<file path="config.mk">
export PLATFORM = sky130hd
export DESIGN_NAME = bitserial_logic_seq
export DESIGN_NICKNAME = d
export VERILOG_FILES = /design/src/rtl/bitserial_logic_seq.sv
export SDC_FILE = /design/constraint.sdc
export NUM_CORES = 1
export LEC_CHECK = 0
export BUFFER_PORTS_ARGS = -buffer_cell sky130_fd_sc_hd__buf_2
export CELL_PAD_IN_SITES_DETAIL_PLACEMENT = 1
export CELL_PAD_IN_SITES_GLOBAL_PLACEMENT = 1
export CORE_MARGIN = 2
export CORE_UTILIZATION = 46
export CTS_BUF_LIST = sky130_fd_sc_hd__clkbuf_4 sky130_fd_sc_hd__clkbuf_8
export DETAILED_ROUTE_END_ITERATION = 10
export HOLD_SLACK_MARGIN = 0.1
export PLACE_DENSITY = 0.83
export SYNTH_ARGS = -nofsm -noshare
export SYNTH_HDL_FRONTEND = slang
export SYNTH_SLANG_ARGS = --single-unit
</file>
<file path="constraint.sdc">
create_clock -name clk -period 1.82 [get_ports clk]
set_input_delay 0 -clock clk [delete_from_list [all_inputs] [get_ports clk]]
set_output_delay 0 -clock clk [all_outputs]
set_load 0.02 [all_outputs]
</file>
<file path="src/rtl/bitserial_logic_seq.sv">
// Bit-serial sequencer: runs a WIDTH-bit AND/OR/NAND/NOR, LSB first, through one
// external 1-bit AND cell, deriving the other operations by De Morgan inversion.
module bitserial_logic_seq #(
  parameter int WIDTH = 8
) (
  input  logic             clk,
  input  logic             reset,
  input  logic             start,
  input  logic             abort,
  input  logic [1:0]       op,
  input  logic [WIDTH-1:0] a,
  input  logic [WIDTH-1:0] b,
  output logic             gate_a,
  output logic             gate_b,
  input  logic             gate_r,
  output logic             busy,
  output logic             done,
  output logic [WIDTH-1:0] result,
  output logic             zero
);

  localparam int CW = (WIDTH > 1) ? $clog2(WIDTH) : 1;
  localparam logic [CW-1:0] LAST = CW'(WIDTH - 1);

  typedef enum logic [1:0] {
    ST_IDLE = 2'd0,
    ST_RUN  = 2'd1,
    ST_DONE = 2'd2
  } state_t;

  state_t           state_q, state_d;
  logic [CW-1:0]    cnt_q, cnt_d;
  logic [WIDTH-1:0] a_sh_q, a_sh_d;
  logic [WIDTH-1:0] b_sh_q, b_sh_d;
  logic [1:0]       op_q, op_d;
  // Holds the WIDTH-1 bits captured so far; the final bit joins it straight into result.
  logic [WIDTH-2:0] acc_q, acc_d;
  logic [WIDTH-1:0] result_q, result_d;
  logic             r_eff;

  always_ff @(posedge clk or posedge reset) begin
    if (reset) begin
      state_q  <= ST_IDLE;
      cnt_q    <= '0;
      a_sh_q   <= '0;
      b_sh_q   <= '0;
      op_q     <= '0;
      acc_q    <= '0;
      result_q <= '0;
    end else begin
      state_q  <= state_d;
      cnt_q    <= cnt_d;
      a_sh_q   <= a_sh_d;
      b_sh_q   <= b_sh_d;
      op_q     <= op_d;
      acc_q    <= acc_d;
      result_q <= result_d;
    end
  end

  // OR/NOR invert the gate inputs; OR/NAND invert the gate output.
  always_comb begin
    gate_a = 1'b0;
    gate_b = 1'b0;
    if (state_q == ST_RUN) begin
      gate_a = a_sh_q[0] ^ op_q[0];
      gate_b = b_sh_q[0] ^ op_q[0];
    end
    r_eff = gate_r ^ (op_q[0] ^ op_q[1]);
  end

  always_comb begin
    state_d  = state_q;
    cnt_d    = cnt_q;
    a_sh_d   = a_sh_q;
    b_sh_d   = b_sh_q;
    op_d     = op_q;
    acc_d    = acc_q;
    result_d = result_q;
    case (state_q)
      ST_IDLE: begin
        if (start) begin
          a_sh_d  = a;
          b_sh_d  = b;
          op_d    = op;
          cnt_d   = '0;
          state_d = ST_RUN;
        end
      end
      ST_RUN: begin
        if (abort) begin
          acc_d   = '0;
          cnt_d   = '0;
          state_d = ST_IDLE;
        end else begin
          a_sh_d            = a_sh_q >> 1;
          b_sh_d            = b_sh_q >> 1;
          acc_d             = acc_q >> 1;
          acc_d[WIDTH-2]    = r_eff;
          cnt_d             = cnt_q + CW'(1);
          if (cnt_q == LAST) begin
            result_d = {r_eff, acc_q};
            cnt_d    = '0;
            state_d  = ST_DONE;
          end
        end
      end
      ST_DONE: begin
        state_d = ST_IDLE;
      end
      default: begin
        state_d = ST_IDLE;
      end
    endcase
  end

  assign busy   = (state_q == ST_RUN);
  assign done   = (state_q == ST_DONE);
  assign result = result_q;
  assign zero   = (result_q == '0);

endmodule
</file>
# Yosys cells after proc, flatten, opt, wreduce, memory -nomap -nowiden
# Cells that the tools add are included.
[totals] inputBits=23 regBits=38
[classes] mux=17 n_eq_ne=6 n_bitwise=5 n_reduce_logical=8 add_sub_neg=1
[op_table] cell="8-bit two-way mux" count=4
[op_table] cell="8-bit case mux with 2 select lines" count=2
[op_table] cell="3-bit two-way mux" count=3
[op_table] cell="8-bit logical NOT" count=1
[op_table] cell="7-bit two-way mux" count=1
[op_table] cell="2-bit two-way mux" count=3
[op_table] cell="3-bit case mux with 2 select lines" count=1
[op_table] cell="2-bit AND reduction" count=3
[op_table] cell="3-bit AND reduction" count=2
[op_table] cell="2-bit inequality test (second input constant)" count=2
[op_table] cell="2-bit case mux with 2 select lines" count=1
[op_table] cell="1-bit XOR" count=4
[op_table] cell="3-bit by 1-bit adder with 3-bit output (second input constant)" count=1
[op_table] cell="3-bit equality test (second input constant)" count=1
[op_table] cell="3-bit by 2-bit inequality test with 1-bit output (second input constant)" count=1
[op_table] cell="2-bit by 1-bit equality test with 1-bit output (second input constant)" count=1
[op_table] cell="2-bit equality test (second input constant)" count=1
[op_table] cell="2-bit logical NOT" count=1
[op_table] cell="1-bit two-way mux" count=2
[op_table] cell="2-bit nonzero test" count=1
[op_table] cell="1-bit inverter" count=1

# Longest topological paths before layout
[depth] word_depth=4 mapped_depth=6

# Least setup slack after synthesis
# Ideal clock, no wire load.
[synth_timing] path_kind="register -> register" start="register state_q[0]" end="register a_sh_q[0]" t_required_ns=1.695 slack_ns=0.228 path_stages_with_launch=5 n_path_buf=1 period_less_slack_ns=1.592 t_arrival_ns=1.467 path_cell_list="dfrtp_1 > or2b_2 > a21oi_4 > buf_6 > mux2_4"
[synth_via] elab_chain_cells=3
[synth_lines] item="from (decl)" line_no="31" text="state_t state_q, state_d;"
[synth_lines] item="from (signal assigned)" line_no="51" text="state_q <= state_d;"
[synth_lines] item="2-bit by 1-bit equality test with 1-bit output / 2-bit logical NOT (equally long branches)" line_no="80" text="case (state_q)"
[synth_lines] item="2-bit inequality test (no line) / 2-bit nonzero test (equally long branches)"
[synth_lines] item="3-bit AND reduction (no line)"
[synth_lines] item="to (signal assigned)" line_no="53" text="a_sh_q <= a_sh_d;"
[synth_lines] item="to (decl)" line_no="33" text="logic [WIDTH-1:0] a_sh_q, a_sh_d;"
# Parallel ways exist; a longest one is shown, timed or not.
# A chain may end at the register's enable or synchronous reset.

# Worst setup path in the final report
[layout_timing] start="register cnt_q[0]" end="register result_q[5] (netlist: result[5])"
[layout_via] elab_chain_cells=2
[layout_lines] item="from (decl)" line_no="32" text="logic [CW-1:0] cnt_q, cnt_d;"
[layout_lines] item="from (signal assigned)" line_no="52" text="cnt_q <= cnt_d;"
[layout_lines] item="3-bit equality test" line_no="101" text="if (cnt_q == LAST) begin"
[layout_lines] item="3-bit AND reduction (no line)"
[layout_lines] item="to (signal assigned)" line_no="57" text="result_q <= result_d;"
[layout_lines] item="to (decl)" line_no="38" text="logic [WIDTH-1:0] result_q, result_d;"
# No other way between the ends.

==> results by group <==
Final layout
  – Final core utilization: 62.07%
  – Share of post-route cells with drive strength above 1: 44.39%
  – Non-Filler Instances: 255
  – Area delta synth->final: 30.12%
  – Diodes inserted: 0
  – Nets@finish: 229

Worst setup path
  – Startpoint Class: register
  – CP endpoint kind: register
  – Worst-path maximum fanout: 9
  – Reg2Reg Depth: 5
  – Critical path arrival: 1.88 ns
  – Crit path kind: reg -> reg
  – CP Data Required Time: 2.00 ns

Clocking
  – Num Clock Sinks: 38
  – Worst-path clk slew: 0.08 ns
  – Clock Root Buffer: clkbuf_8
  – Post-CTS Setup Bufs: 0
  – Htree depth: 2
  – Clock buffer count from CTS: 5
  – CTS Hold Bufs: 20
  – Clk buf depth: 2
  – TritonCTS clock tree: yes
  – Clock Latency Late Sink: 0.30 ns
  – Resized Gates After CTS: 0

Global routing
  – Largest net degree at the start of global routing: 39
  – Vias in the first global route: 1457
  – Global-route wire length before repair: 7424 um
  – Grt ovf: 0
  – Gr usage total: 23.00%
  – Antenna violations before repair: 0

Synthesis
  – Synth Warn #: 0
  – EDFF count, synth: 0
  – FF+latch count, synth: 38
  – Async SR Flop Fraction: 100.0%
  – Post-synthesis net count: 167
  – Synth Flop Type: dfrtp_1
  – Yosys top cell area share: 50.20%
  – Synth cell count leaders: dfrtp_1 (38), mux2_4 (22), mux2_2 (15)
  – Post-synth cell types: 29
  – Part of the Yosys area used for sequential elements: 50.20%
  – Synth area leader: dfrtp_1
  – Syn Inst Count: 142
  – Synth area leaders: dfrtp_1 (50%), mux2_4 (17%), mux2_2 (8.9%), nand2b_1 (2.6%), o21ai_0 (2.1%)
  – Most common cell in the netlist: dfrtp_1
  – Mean Syn Cell Area: 13.34 um2
  – Post-Syn Area: 1894 um2

Floorplanning
  – Die X: 68.17 um
  – Core ar.: 3971 um2
  – Site Rows: 23
  – IO Pins: 36
  – Initial core utilization: 47.70%
  – Die area: 4647 um2
  – Die height: 68.17 um

Route
  – Iter 0 DRT Violations: 46
  – Antenna viol nets, final: 0
  – Final wirelength: 4816 um
  – Avg WL per Cell: 18.89 um
  – # DRC: 0
  – Vias per cell: 5.145
  – Routed vias: 1312
  – Detailed-router iteration count before antenna repair: 4

Run
  – Maxcap violations: 0

Timing
  – Fin. Hold Viols: 0
  – F_max: 0.5895 GHz
  – Rel. slew slack: 68.24%
  – Clock Skews: 0.003677 ns
  – Final Cycle Share: 93.20%
  – Final setup fails: 0
  – RSZ-0062 raised after global routing: false
  – Worst-Margin Slew: 0.4763 ns
  – Final period demand of the worst path: 1.696 ns
  – Setup tns final: 0 ns
  – Max-slew violations: 0

Placement
  – Hpwl dp: 3028 um
  – RePlAce Congestion: 0.7229
  – Cell Count Post-Placement: 227
  – IO Port Bufs: 35

Power and ir drop
  – Total power draw: 0.002785 W
  – PwrDens: 1130 nW/um2
  – Static Leak: 1.229 nW
  – Peak supply drop: 508.6 uV

Worst hold path
  – Number of stages on the worst hold path: 3
  – HP Class: in -> reg

Outcome
  – Status: complete, no violations
[logic make-up after synthesis]
group / after synthesis / synth area share (%)
flip-flops: 38 / 50.20
buffers and inverters: 10 / 4.293
AND/OR/NAND/NOR: 32 / 9.115
XOR/XNOR: 4 / 1.850
AO/OA/AOI/OAI: 18 / 6.341
adder cells (fa/ha/maj): 2 / 1.321
multiplexers: 38 / 26.88
[sequential cells by signal (all words and copies together), names as in the netlist]
signal	cells
cnt_q	3
state_q	2
b_sh_q	8
result	8
a_sh_q	8
acc_q	7
op_q	2
[metrics by stage]
step,hold WS [ns],setup slack (ns),area [um2]
floorplan,0.1517,0.2280,1894
global placement,0.1237,0.2984,2127
detailed placement,0.1427,0.2397,2127
CTS,0.1190,0.1262,2465
global route,0.1401,0.01663,2465
finish,0.1342,0.1238,2465
[power breakdown]
group	internal, W	leakage (nW)	switching, W
logic	0.000448	0.676	0.000292
clock network	0.000549	0.0683	0.000323
registers	0.00103	0.484	0.000148
[area by class of cell]
type                       count  area, um2
clock inverter                 3      68.82
sequential                    38      950.9
multi-input combinational     94      862.1
timing repair buffer          62      440.4
tap                           50      62.56
inverter                       3      11.26
fill                         403       1506
clock buffer                   5      68.82
[worst max-delay path, stage by stage (launching register included)]
cell and delay, ns:
dfrtp_1 0.38, ha_1 0.17, ha_1 0.17, nor3b_1 0.27
buf_4 0.25, mux2_2 0.35
[per-layer routing]
layer / vias up / share of wire [%] / GRT usage [%]
met5: - / 0 / 0
met3: 7 / 3.3 / 5.428
li1: 612 / - / -
met1: 665 / 41 / 26.48
met4: 0 / 1.3 / 8.000
met2: 28 / 54 / 41.50
[placed cells by master, fill, tap and decap left out, types with 2 or more instances in the layout]
cell	count
dlygate4sd3_1	20
buf_2	35
or4_1	2
o21ai_0	8
a22o_1	2
xnor2_1	3
nor2b_1	4
clkbuf_8	5
nand2_1	10
a21oi_1	3
mux2_4	22
ha_1	2
nor2_1	4
bufinv_16	2
o31ai_1	2
nand2b_1	8
dfrtp_1	38
inv_1	3
mux2_2	15
buf_4	6
[final timing paths]
check | start | endpoint | slack, ns
max | cnt_q[0] | result[5] | 0.12
min | start | state_q[0] | 0.13
max reg2reg | cnt_q[0] | result[5] | 0.12
min reg2reg | acc_q[0] | acc_q[0] | 0.50
max in group asynchronous | reset | result[5] | 1.13
min in group asynchronous | reset | acc_q[3] | 0.36
(Power assumes the default switching activity.)
